## config.mk

```make
export PLATFORM = sky130hd
export DESIGN_NAME = lpif_test_sequencer
export DESIGN_NICKNAME = d
export VERILOG_FILES = /design/src/rtl/lpif_test_sequencer.sv
export SDC_FILE = /design/constraint.sdc
export NUM_CORES = 1
export LEC_CHECK = 0
export ABC_AREA = 1
export CAP_MARGIN = 10
export CORE_MARGIN = 4
export CORE_UTILIZATION = 43
export CTS_CLUSTER_DIAMETER = 60
export DETAILED_ROUTE_END_ITERATION = 16
export PLACE_DENSITY = 0.77
export SLEW_MARGIN = 5
export SYNTH_ARGS = -nofsm -noshare
export SYNTH_HDL_FRONTEND = slang
export SYNTH_SLANG_ARGS = --single-unit
```

## constraint.sdc

```tcl
create_clock -name clk -period 1.7 [get_ports clk]
set_input_delay 0.34 -clock clk [delete_from_list [all_inputs] [get_ports clk]]
set_output_delay 0.34 -clock clk [all_outputs]
set_load 0.03 [all_outputs]
```

## src/rtl/lpif_test_sequencer.sv

```systemverilog
// lpif_test_sequencer: CSR master that runs one LPIF loopback test (delays, link poll, flit enable, status poll).
// Optional macro LPIF_SEQ_READBACK_EN adds a readback check after each delay write.
module lpif_test_sequencer #(
    parameter logic [31:0] DELAY_X        = 32'd16,
    parameter logic [31:0] DELAY_Y        = 32'd32,
    parameter logic [31:0] DELAY_Z        = 32'd64,
    parameter int          POLL_GAP       = 8,
    parameter int          RSP_WAIT       = 4,
    parameter logic [31:0] TIMEOUT_CYCLES = 32'd1000000
) (
    input  logic        clk,
    input  logic        rst_n,
    input  logic        start,
    input  logic        abort,
    output logic [15:0] csr_addr,
    output logic        csr_wr_en,
    output logic        csr_rd_en,
    output logic [31:0] csr_wr_data,
    input  logic [31:0] csr_rd_data,
    input  logic        csr_rd_dvalid,
    output logic        busy,
    output logic        done,
    output logic        pass,
    output logic [2:0]  err_code
);
    localparam int GW = (POLL_GAP > 1) ? $clog2(POLL_GAP) : 1;
    localparam int RW = $clog2(RSP_WAIT + 1);

    localparam logic [2:0] ERR_NONE    = 3'd0;
    localparam logic [2:0] ERR_TIMEOUT = 3'd1;
    localparam logic [2:0] ERR_LOST    = 3'd2;
    localparam logic [2:0] ERR_ALIGN   = 3'd3;
    localparam logic [2:0] ERR_CHK     = 3'd5;
    localparam logic [2:0] ERR_ABORT   = 3'd6;

    typedef enum logic [3:0] {
        IDLE, WR_X, WR_Y, WR_Z, LNK_RD, LNK_WAIT, LNK_GAP, EN_WR,
        STS_RD, STS_WAIT, STS_GAP, CLR_EN, DONE
`ifdef LPIF_SEQ_READBACK_EN
        , RB_RD, RB_WAIT
`endif
    } state_t;

    state_t          state, next_state;
    logic [31:0]     wd_cnt;
    logic [GW-1:0]   gap_cnt;
    logic [RW-1:0]   rsp_cnt;
    logic            term, term_pass;
    logic [2:0]      term_err;
    logic            timed_out, gap_last, rsp_lost, in_run, wait_state;
    logic            rd_data_unused;

    assign timed_out      = (wd_cnt >= TIMEOUT_CYCLES);
    assign gap_last       = (gap_cnt == GW'(POLL_GAP - 1));
    assign rsp_lost       = (rsp_cnt == RW'(RSP_WAIT));
    assign in_run         = (state != IDLE) && (state != CLR_EN) && (state != DONE);
    assign busy           = (state != IDLE) && (state != DONE);
    assign done           = (state == DONE);
    assign rd_data_unused = ^csr_rd_data[31:6];

`ifdef LPIF_SEQ_READBACK_EN
    localparam logic [2:0] ERR_RB = 3'd4;
    logic [1:0]  rb_idx;
    logic [15:0] rb_addr;
    logic [31:0] rb_data;

    assign wait_state = (state == LNK_WAIT) || (state == STS_WAIT) || (state == RB_WAIT);
    assign rb_addr    = 16'h2000 + {12'h000, rb_idx, 2'b00};
    assign rb_data    = (rb_idx == 2'd0) ? DELAY_X : (rb_idx == 2'd1) ? DELAY_Y : DELAY_Z;

    always_ff @(posedge clk or negedge rst_n) begin
        if (!rst_n)              rb_idx <= 2'd0;
        else if (state == WR_X)  rb_idx <= 2'd0;
        else if (state == WR_Y)  rb_idx <= 2'd1;
        else if (state == WR_Z)  rb_idx <= 2'd2;
    end
`else
    assign wait_state = (state == LNK_WAIT) || (state == STS_WAIT);
`endif

    always_comb begin
        next_state  = state;
        term        = 1'b0;
        term_pass   = 1'b0;
        term_err    = ERR_NONE;
        csr_addr    = 16'h0;
        csr_wr_en   = 1'b0;
        csr_rd_en   = 1'b0;
        csr_wr_data = 32'h0;
        case (state)
            IDLE: if (start) next_state = WR_X;
            WR_X: begin
                csr_wr_en = 1'b1; csr_addr = 16'h2000; csr_wr_data = DELAY_X;
`ifdef LPIF_SEQ_READBACK_EN
                next_state = RB_RD;
`else
                next_state = WR_Y;
`endif
            end
            WR_Y: begin
                csr_wr_en = 1'b1; csr_addr = 16'h2004; csr_wr_data = DELAY_Y;
`ifdef LPIF_SEQ_READBACK_EN
                next_state = RB_RD;
`else
                next_state = WR_Z;
`endif
            end
            WR_Z: begin
                csr_wr_en = 1'b1; csr_addr = 16'h2008; csr_wr_data = DELAY_Z;
`ifdef LPIF_SEQ_READBACK_EN
                next_state = RB_RD;
`else
                next_state = LNK_RD;
`endif
            end
`ifdef LPIF_SEQ_READBACK_EN
            RB_RD: begin
                csr_rd_en = 1'b1; csr_addr = rb_addr; next_state = RB_WAIT;
            end
            RB_WAIT: begin
                if (csr_rd_dvalid) begin
                    if (csr_rd_data != rb_data)  begin term = 1'b1; term_err = ERR_RB; end
                    else if (rb_idx == 2'd0)     next_state = WR_Y;
                    else if (rb_idx == 2'd1)     next_state = WR_Z;
                    else                         next_state = LNK_RD;
                end else if (rsp_lost) begin
                    term = 1'b1; term_err = ERR_LOST;
                end
            end
`endif
            LNK_RD: begin
                csr_rd_en = 1'b1; csr_addr = 16'h1008; next_state = LNK_WAIT;
            end
            LNK_WAIT: begin
                if (csr_rd_dvalid) begin
                    if (!csr_rd_data[5])                 begin term = 1'b1; term_err = ERR_ALIGN; end
                    else if (csr_rd_data[5:0] == 6'h3F)  next_state = EN_WR;
                    else                                 next_state = LNK_GAP;
                end else if (rsp_lost) begin
                    term = 1'b1; term_err = ERR_LOST;
                end
            end
            LNK_GAP: if (gap_last) next_state = LNK_RD;
            EN_WR: begin
                csr_wr_en = 1'b1; csr_addr = 16'h1000; csr_wr_data = 32'h1; next_state = STS_RD;
            end
            STS_RD: begin
                csr_rd_en = 1'b1; csr_addr = 16'h1004; next_state = STS_WAIT;
            end
            STS_WAIT: begin
                if (csr_rd_dvalid) begin
                    if (!csr_rd_data[3])                  begin term = 1'b1; term_err = ERR_ALIGN; end
                    else if (!csr_rd_data[2])             next_state = STS_GAP;
                    else if (csr_rd_data[1:0] == 2'b11)   begin term = 1'b1; term_pass = 1'b1; end
                    else                                  begin term = 1'b1; term_err = ERR_CHK; end
                end else if (rsp_lost) begin
                    term = 1'b1; term_err = ERR_LOST;
                end
            end
            STS_GAP: if (gap_last) next_state = STS_RD;
            CLR_EN: begin
                csr_wr_en = 1'b1; csr_addr = 16'h1000; csr_wr_data = 32'h0; next_state = DONE;
            end
            DONE:    next_state = IDLE;
            default: next_state = IDLE;
        endcase
        // Abort and watchdog override whatever the current state decided, abort first.
        if (in_run && abort) begin
            term = 1'b1; term_pass = 1'b0; term_err = ERR_ABORT;
        end else if (in_run && timed_out) begin
            term = 1'b1; term_pass = 1'b0; term_err = ERR_TIMEOUT;
        end
        if (term) next_state = CLR_EN;
    end

    always_ff @(posedge clk or negedge rst_n) begin
        if (!rst_n) state <= IDLE;
        else        state <= next_state;
    end

    always_ff @(posedge clk or negedge rst_n) begin
        if (!rst_n) begin
            wd_cnt   <= 32'h0;
            gap_cnt  <= '0;
            rsp_cnt  <= '0;
            pass     <= 1'b0;
            err_code <= ERR_NONE;
        end else begin
            if (state == IDLE && start) begin
                wd_cnt   <= 32'h0;
                pass     <= 1'b0;
                err_code <= ERR_NONE;
            end else if (busy && !timed_out) begin
                wd_cnt <= wd_cnt + 32'd1;
            end
            if (term) begin
                pass     <= term_pass;
                err_code <= term_err;
            end
            if ((state == LNK_GAP || state == STS_GAP) && !gap_last) gap_cnt <= gap_cnt + GW'(1);
            else                                                     gap_cnt <= '0;
            // rsp_cnt holds the number of cycles elapsed since the read strobe.
            if (csr_rd_en)       rsp_cnt <= RW'(1);
            else if (wait_state) rsp_cnt <= rsp_cnt + RW'(1);
            else                 rsp_cnt <= '0;
        end
    end
endmodule
```

==> impl_metrics.yaml, run 1 <==
status:
  status: "finished, violations left"
  violations: "negative hold slack, negative setup slack"
die:
  ios: 93
  die-area_sq_mm: 0.00852
  start_util_pct: 44.7
  die_h_microns: 92.3
  rows: 30
  core-area_sq_mm: 0.00683
  die_w_microns: 92.3
clocking:
  cts_tree: "yes"
  clkTransAtPathRegs_ns: 0.08
  cts_inserted_buffers: 5
  ctsHtreeMaxLevel: 2
  cts_root_buf: "clkbuf_8"
  clk_latency_ns: 0.30
  cts_buffer_depth: 2
  cts.sinks: 46
power:
  switchingPower_uw: 2430
  netSwitchingFraction_pct: 45.3
  seqPwrFrac_pct: 30.8
  p_leak_uw: 0.00205
  power.density_mw_per_mm2: 1440
  ir_drop_uv: 1220
  pwr-share-comb_pct: 54.3
  pwr-share-clk_pct: 14.9
  internal-power_uw: 2940
synthesis:
  synth.distinct_cells: 31
  yosys_warnings: 0
  syn_inst: 423
  synth_top_area_share_pct: 37.7
  synthesis.area_sq_mm: 0.00306
  yosys.area.top_type: "dfrtp_1"
  ys_ff_latch: 46
  synth.area.top_cells: "dfrtp_1 (38%), nand2_1 (15%), buf_4 (10%)"
  ys_seq_area_share_pct: 37.7
  avgSynthCellArea_sq_um: 7.23
sta:
  setup_tns_ns: -0.146
  timing.fmax_ghz: 0.566
  final_hold_viol_count: 4
  rsz0062_at_grt: "true"
  holdWs_ns: -0.00789
  fin_crit_ns: 1.77
  post-route-period-util_pct: 104
  fin_ws_ns: -0.0670
  setup_viol: 5
  drv_slew: 0
  clock_skew_ns: 0.00735
setup_path:
  worstReg2RegStart: "state[2]"
  cpMaxStageDelayCell: "dfrtp_1"
  crit_start: "state[3]"
  crit_type: "flip-flop to primary output"
  start_kind: "flip-flop"
  cpPeakStageDelay_ns: 0.40
  crit_family: "buffers and inverters"
  end_kind: "primary output"
  critPathBufInv: 4
  crit_required_ns: 1.36
  crit_arrival_ns: 1.43
  crit_top_cell: "nor2_4"
  worstPathMaxFanout: 4
  worstPathCellList: "inv_2, nor2_4, buf_6, nor2_4, nor2_4, inv_2, nand2_2, buf_6"
  r2r_setup_slack_ns: 0.08
route:
  wl_per_cell_microns: 11.9
  postRouteWirelength_microns: 6850
  vias_per_cell: 4.62
  first_iter_violations: 183
  ant_nets: 0
  num_vias: 2668
  drc: 0
  first_pass_iters: 4
global_route:
  grt_usage_pct: 15.7
  antenna_found_initial: 0
  grt_pass1_vias: 2538
  grt_max_degree: 47
  grt_overflow: 0
  grt_pass1_wl_microns: 10800
placement:
  place_congestion: 0.904
  place_hpwl_microns: 4770
  io_buffer_count: 26
layout:
  layout-drive-gt1-share_pct: 21.4
  nets: 523
  fillers: 626
  insertedDiodeCount: 0
  utilization_pct: 54.6
  syn2layout_area_growth_pct: 22.1
flow_run:
  drv_cap: 0
worst_hold_path:
  hp-class: "input port to asynchronous set/reset pin"
-- layout make-up --
type / count / area (sq um) / share of cell area [%]
flip-flops and latches: 46 / 1150 / 30.9
inverters: 53 / 211 / 5.67
well taps: 96 / 120 / 3.22
clock buffers: 7 / 76.3 / 2.04
multi-input cells: 319 / 1630 / 43.6
repair buffers: 55 / 510 / 13.7
clock inverters: 1 / 30.0 / 0.805
-- synth_stat cells --
| master | n |
|---|---|
| a21boi_1 | 1 |
| a21oi_1 | 3 |
| buf_2 | 2 |
| buf_4 | 42 |
| buf_6 | 2 |
| clkinv_1 | 1 |
| conb_1 | 1 |
| dfrtp_1 | 46 |
| ha_1 | 6 |
| inv_1 | 40 |
| inv_2 | 11 |
| inv_4 | 1 |
| nand2_1 | 121 |
| nand2_2 | 6 |
| nand2_4 | 2 |
| nand3_1 | 21 |
| nand3_2 | 2 |
| nand4_1 | 10 |
| nor2_1 | 56 |
| nor2_2 | 6 |
| nor2_4 | 1 |
| nor3_1 | 7 |
| nor3_2 | 2 |
| nor3b_1 | 1 |
| nor4_1 | 1 |
| nor4_2 | 1 |
| o21ai_0 | 4 |
| o21ai_1 | 8 |
| o22ai_1 | 2 |
| xnor2_1 | 3 |
| xor2_1 | 13 |
-- power by group through the flow --
stage          Sequential, uW  Combinational [uW]  Clock (uW)
2_1_floorplan            1690                1680           0
3_3_place_gp             1630                2330           0
3_5_place_dp             1650                2400           0
4_1_cts                  1640                2630         816
5_1_grt                  1690                3190         856
6_report                 1650                2920         799
-- worst paths after layout --
check,to,cells after the start
worst max-delay path,csr_addr[12],8
min in group clk,gap_cnt[0],1
worst max register to register,err_code[2],8
worst min register to register,gap_cnt[0],1
worst min-delay path,wd_cnt[3],2
max in group asynchronous,state[1],2
-- placed cells by master (no fill, tap or decap), types with 12 or more instances in the layout --
| master | n |
|---|---|
| nand2_1 | 115 |
| nor2_1 | 50 |
| dfrtp_1 | 43 |
| conb_1 | 40 |
| inv_1 | 37 |
| buf_4 | 27 |
| nand3_1 | 21 |
| xor2_1 | 13 |
| buf_6 | 13 |
| inv_2 | 12 |
-- registers in the layout (all words and copies together) (netlist names) --
signal and flops:
err_code 3, wd_cnt 32, state 4, pass 1, rsp_cnt 3, gap_cnt 3
-- kinds of logic (layout without fill, tap and decap cells) --
family | Yosys count | count (layout) | share of synthesized area (%)
simple gates | 237 | 239 | 34.1
buf+inv | 99 | 116 | 18.0
flops | 46 | 46 | 37.7
compound gates | 18 | 18 | 3.11
xor+xnor | 16 | 16 | 4.58
fa+ha+maj | 6 | 6 | 2.46
other cells | 1 | 40 | 0.123
-- repair_timing --
action / CTS / global route
gates cloned: 1 / 1
pin swaps: 4 / 7
setup buffers: 8 / 7
hold buffers: 0 / 0
setup endpoints to repair: 8 / 37
gates resized for setup: 22 / 33
-- per-layer routing --
| layer | up-vias | global-route usage, % | part of all wire [%] |
|---|---|---|---|
| met5 | - | 0 | 0 |
| met4 | 0 | 5.82 | 1.3 |
| li1 | 1339 | - | - |
| met2 | 93 | 27.6 | 51 |
| met3 | 10 | 3.25 | 6.4 |
| met1 | 1226 | 18.9 | 41 |
-- through the flow --
step / cells / hold WS [ns] / area [sq um] / setup WS (ns) / total power [uW]
after detailed placement: 553 / 0.339 / 3330 / -0.00803 / 4050
after global routing: 577 / 0.0302 / 3730 / -0.140 / 5740
final: 577 / -0.00789 / 3730 / -0.0670 / 5370
after global placement: 553 / 0.340 / 3330 / 0.00988 / 3960
after floorplan: 462 / 0.0444 / 3210 / 0.00323 / 3370
after CTS: 569 / 0.0139 / 3560 / -0.0613 / 5090
Note: power is estimated with default switching activity, not from simulation.
==> inputs of run 2 (changes only) <==
--- a/config.mk
+++ b/config.mk
@@ -8,10 +8,11 @@
 export ABC_AREA = 1
 export CAP_MARGIN = 10
 export CORE_MARGIN = 4
-export CORE_UTILIZATION = 43
+export CORE_UTILIZATION = 51
+export CTS_BUF_LIST = sky130_fd_sc_hd__clkbuf_16
 export CTS_CLUSTER_DIAMETER = 60
 export DETAILED_ROUTE_END_ITERATION = 16
-export PLACE_DENSITY = 0.77
+export PLACE_DENSITY = 0.86
 export SLEW_MARGIN = 5
 export SYNTH_ARGS = -nofsm -noshare
 export SYNTH_HDL_FRONTEND = slang
==> constraint.sdc (replaced) <==
create_clock -name clk -period 2.1 [get_ports clk]
set_input_delay 0.42 -clock clk [delete_from_list [all_inputs] [get_ports clk]]
set_output_delay 0.42 -clock clk [all_outputs]
set_load 0.03 [all_outputs]
==> run 2 against run 1 <==
  * The run now ends clean
  * Critical path depth down 2
  * Critical endpoint unchanged
  * Hold slack better by 0.23 ns
  * Sequential power down 18%
  * Die area down 14%
  * Clock skew down 0.0027 ns
  * Clock power down 9.1%
  * Final area down 10%
  * Count of clock-buffer cells in the layout down 2
  * Setup slack better by 0.20 ns
  * Register-to-register slack better by 0.29 ns
  * Power down 28%
  * Via count down 6.0%
==> impl_metrics.yaml, run 2 (same netlist as run 1, synthesis figures left out) <==
status:
  status: "finished clean"
setup_path:
  cpMaxStageDelayCell: "dfrtp_1"
  crit_arrival_ns: 1.54
  worstPathCellList: "nor2_2, nor2_1, nor2_1, inv_1, nand2_1, buf_4"
  cpPeakStageDelay_ns: 0.43
  crit_family: "simple AND/OR/NAND/NOR gates"
  crit_required_ns: 1.68
  crit_top_cell: "nor2_1"
  worstPathMaxFanout: 5
  end_kind: "primary output"
  start_kind: "flip-flop"
  critPathBufInv: 2
  crit_type: "flip-flop to primary output"
die:
  start_util_pct: 54.2
  die-area_sq_mm: 0.00730
  die_h_microns: 85.4
  die_w_microns: 85.4
  core-area_sq_mm: 0.00564
  ios: 93
  rows: 27
route:
  first_iter_violations: 178
  first_pass_iters: 4
  vias_per_cell: 4.77
  ant_nets: 0
  num_vias: 2508
  wl_per_cell_microns: 11.4
  postRouteWirelength_microns: 6000
  drc: 0
clocking:
  post-cts-setup-buffers: 0
  cts_buffer_depth: 2
  clk_latency_ns: 0.28
  ctsHoldBuffers: 0
  cts_tree: "yes"
  cts_inserted_buffers: 5
  cts.sinks: 46
  ctsHtreeMaxLevel: 2
  cts_root_buf: "clkbuf_16"
  clkTransAtPathRegs_ns: 0.06
sta:
  final_hold_viol_count: 0
  setup_viol: 0
  clock_skew_ns: 0.00468
  drv_slew: 0
  fin_crit_ns: 1.96
  post-route-period-util_pct: 93.5
  worstMarginPinSlew_ns: 0.564
  relSlewSlack_pct: 62.4
  timing.fmax_ghz: 0.509
  rsz0062_at_grt: "false"
  setup_tns_ns: 0
placement:
  place_congestion: 0.935
  io_buffer_count: 26
  place_area_sq_mm: 0.00324
  place_hpwl_microns: 4580
  dp.cells: 519
global_route:
  grt_pass1_wl_microns: 10400
  grt_pass1_vias: 2376
  grt_overflow: 0
  grt_max_degree: 47
  grt_usage_pct: 17.1
  antenna_found_initial: 0
layout:
  multiInputGateArea_sq_mm: 0.00150
  fillers: 500
  regArea_sq_mm: 0.00115
  nets: 497
  final_common_cell: "nand2_1"
  reg_top3: "wd_cnt x32, state x4"
  syn2layout_area_growth_pct: 9.46
  largest_reg_flops: 32
  layout-drive-gt1-share_pct: 10.8
  mostFrequentLayoutCells: "nand2_1 (121), nor2_1 (56), dfrtp_1 (46)"
  finalInstanceArea_sq_mm: 0.00335
  largest_register: "wd_cnt"
  final_cell_count_no_fill: 526
  insertedDiodeCount: 0
power:
  power.density_mw_per_mm2: 1150
  p_leak_uw: 0.00186
  total_power_uw: 3850
  ir_drop_uv: 877
flow_run:
  drv_cap: 0
worst_hold_path:
  hp-class: "input port to asynchronous set/reset pin"
[run 2: cell types whose count changed in the layout (fill, tap and decap cells not counted), moves of 5 or more]
cell           previous run  this run
clkbuf_16                 0         5
buf_6                    13         0
clkbuf_8                  5         0
nand2_4                   8         2
dlygate4sd2_1             1         8
nor2_1                   50        56
nor2_4                    6         1
buf_4                    27         6
nand2_1                 115       121
[run 2: path summary, 6_finish.rpt]
check	from	to	slack [ns]	cells past startpoint
min in group clk	gap_cnt[0]	gap_cnt[0]	0.43	1
worst max register to register	wd_cnt[0]	wd_cnt[16]	0.37	8
worst min register to register	gap_cnt[0]	gap_cnt[0]	0.43	1
worst max-delay path	state[2]	csr_addr[12]	0.14	6
max in group asynchronous	rst_n	wd_cnt[19]	1.49	2
worst min-delay path	rst_n	wd_cnt[27]	0.22	2
[run 2: area by class of cell]
type / count / area share (%)
clock buffer: 5 / 3.74
clock inverter: 2 / 0.299
inverter: 53 / 6.02
multi-input combinational: 317 / 44.9
sequential: 46 / 34.4
tap: 72 / 2.69
timing repair buffer: 31 / 7.93
[run 2: timing repair]
action                                  in CTS  in global routing
endpoints found under the hold margin        0                  0
resized for setup                           11                  8
endpoints found under the setup margin      11                  3
[run 2: metrics by stage]
stage,setup WS (ns),hold slack [ns],util [%]
floorplan,0.146,0.124,-
global placement,0.0405,0.423,57.4
detailed placement,0.0587,0.427,57.4
CTS,0.0308,0.241,59.5
global route,0.0206,0.292,59.3
finish,0.136,0.218,59.3
[run 2: layer usage]
layer | global-route usage (%) | wire, microns
met4 | 4.60 | 56
met3 | 3.88 | 358
met5 | 0 | 0
met1 | 21.7 | 2640
met2 | 29.4 | 2950
[run 2: power breakdown]
part / total (uW) / internal, uW / switching (uW)
Sequential: 1360 / 1110 / 250
Clock: 726 / 429 / 297
Combinational: 1760 / 575 / 1190
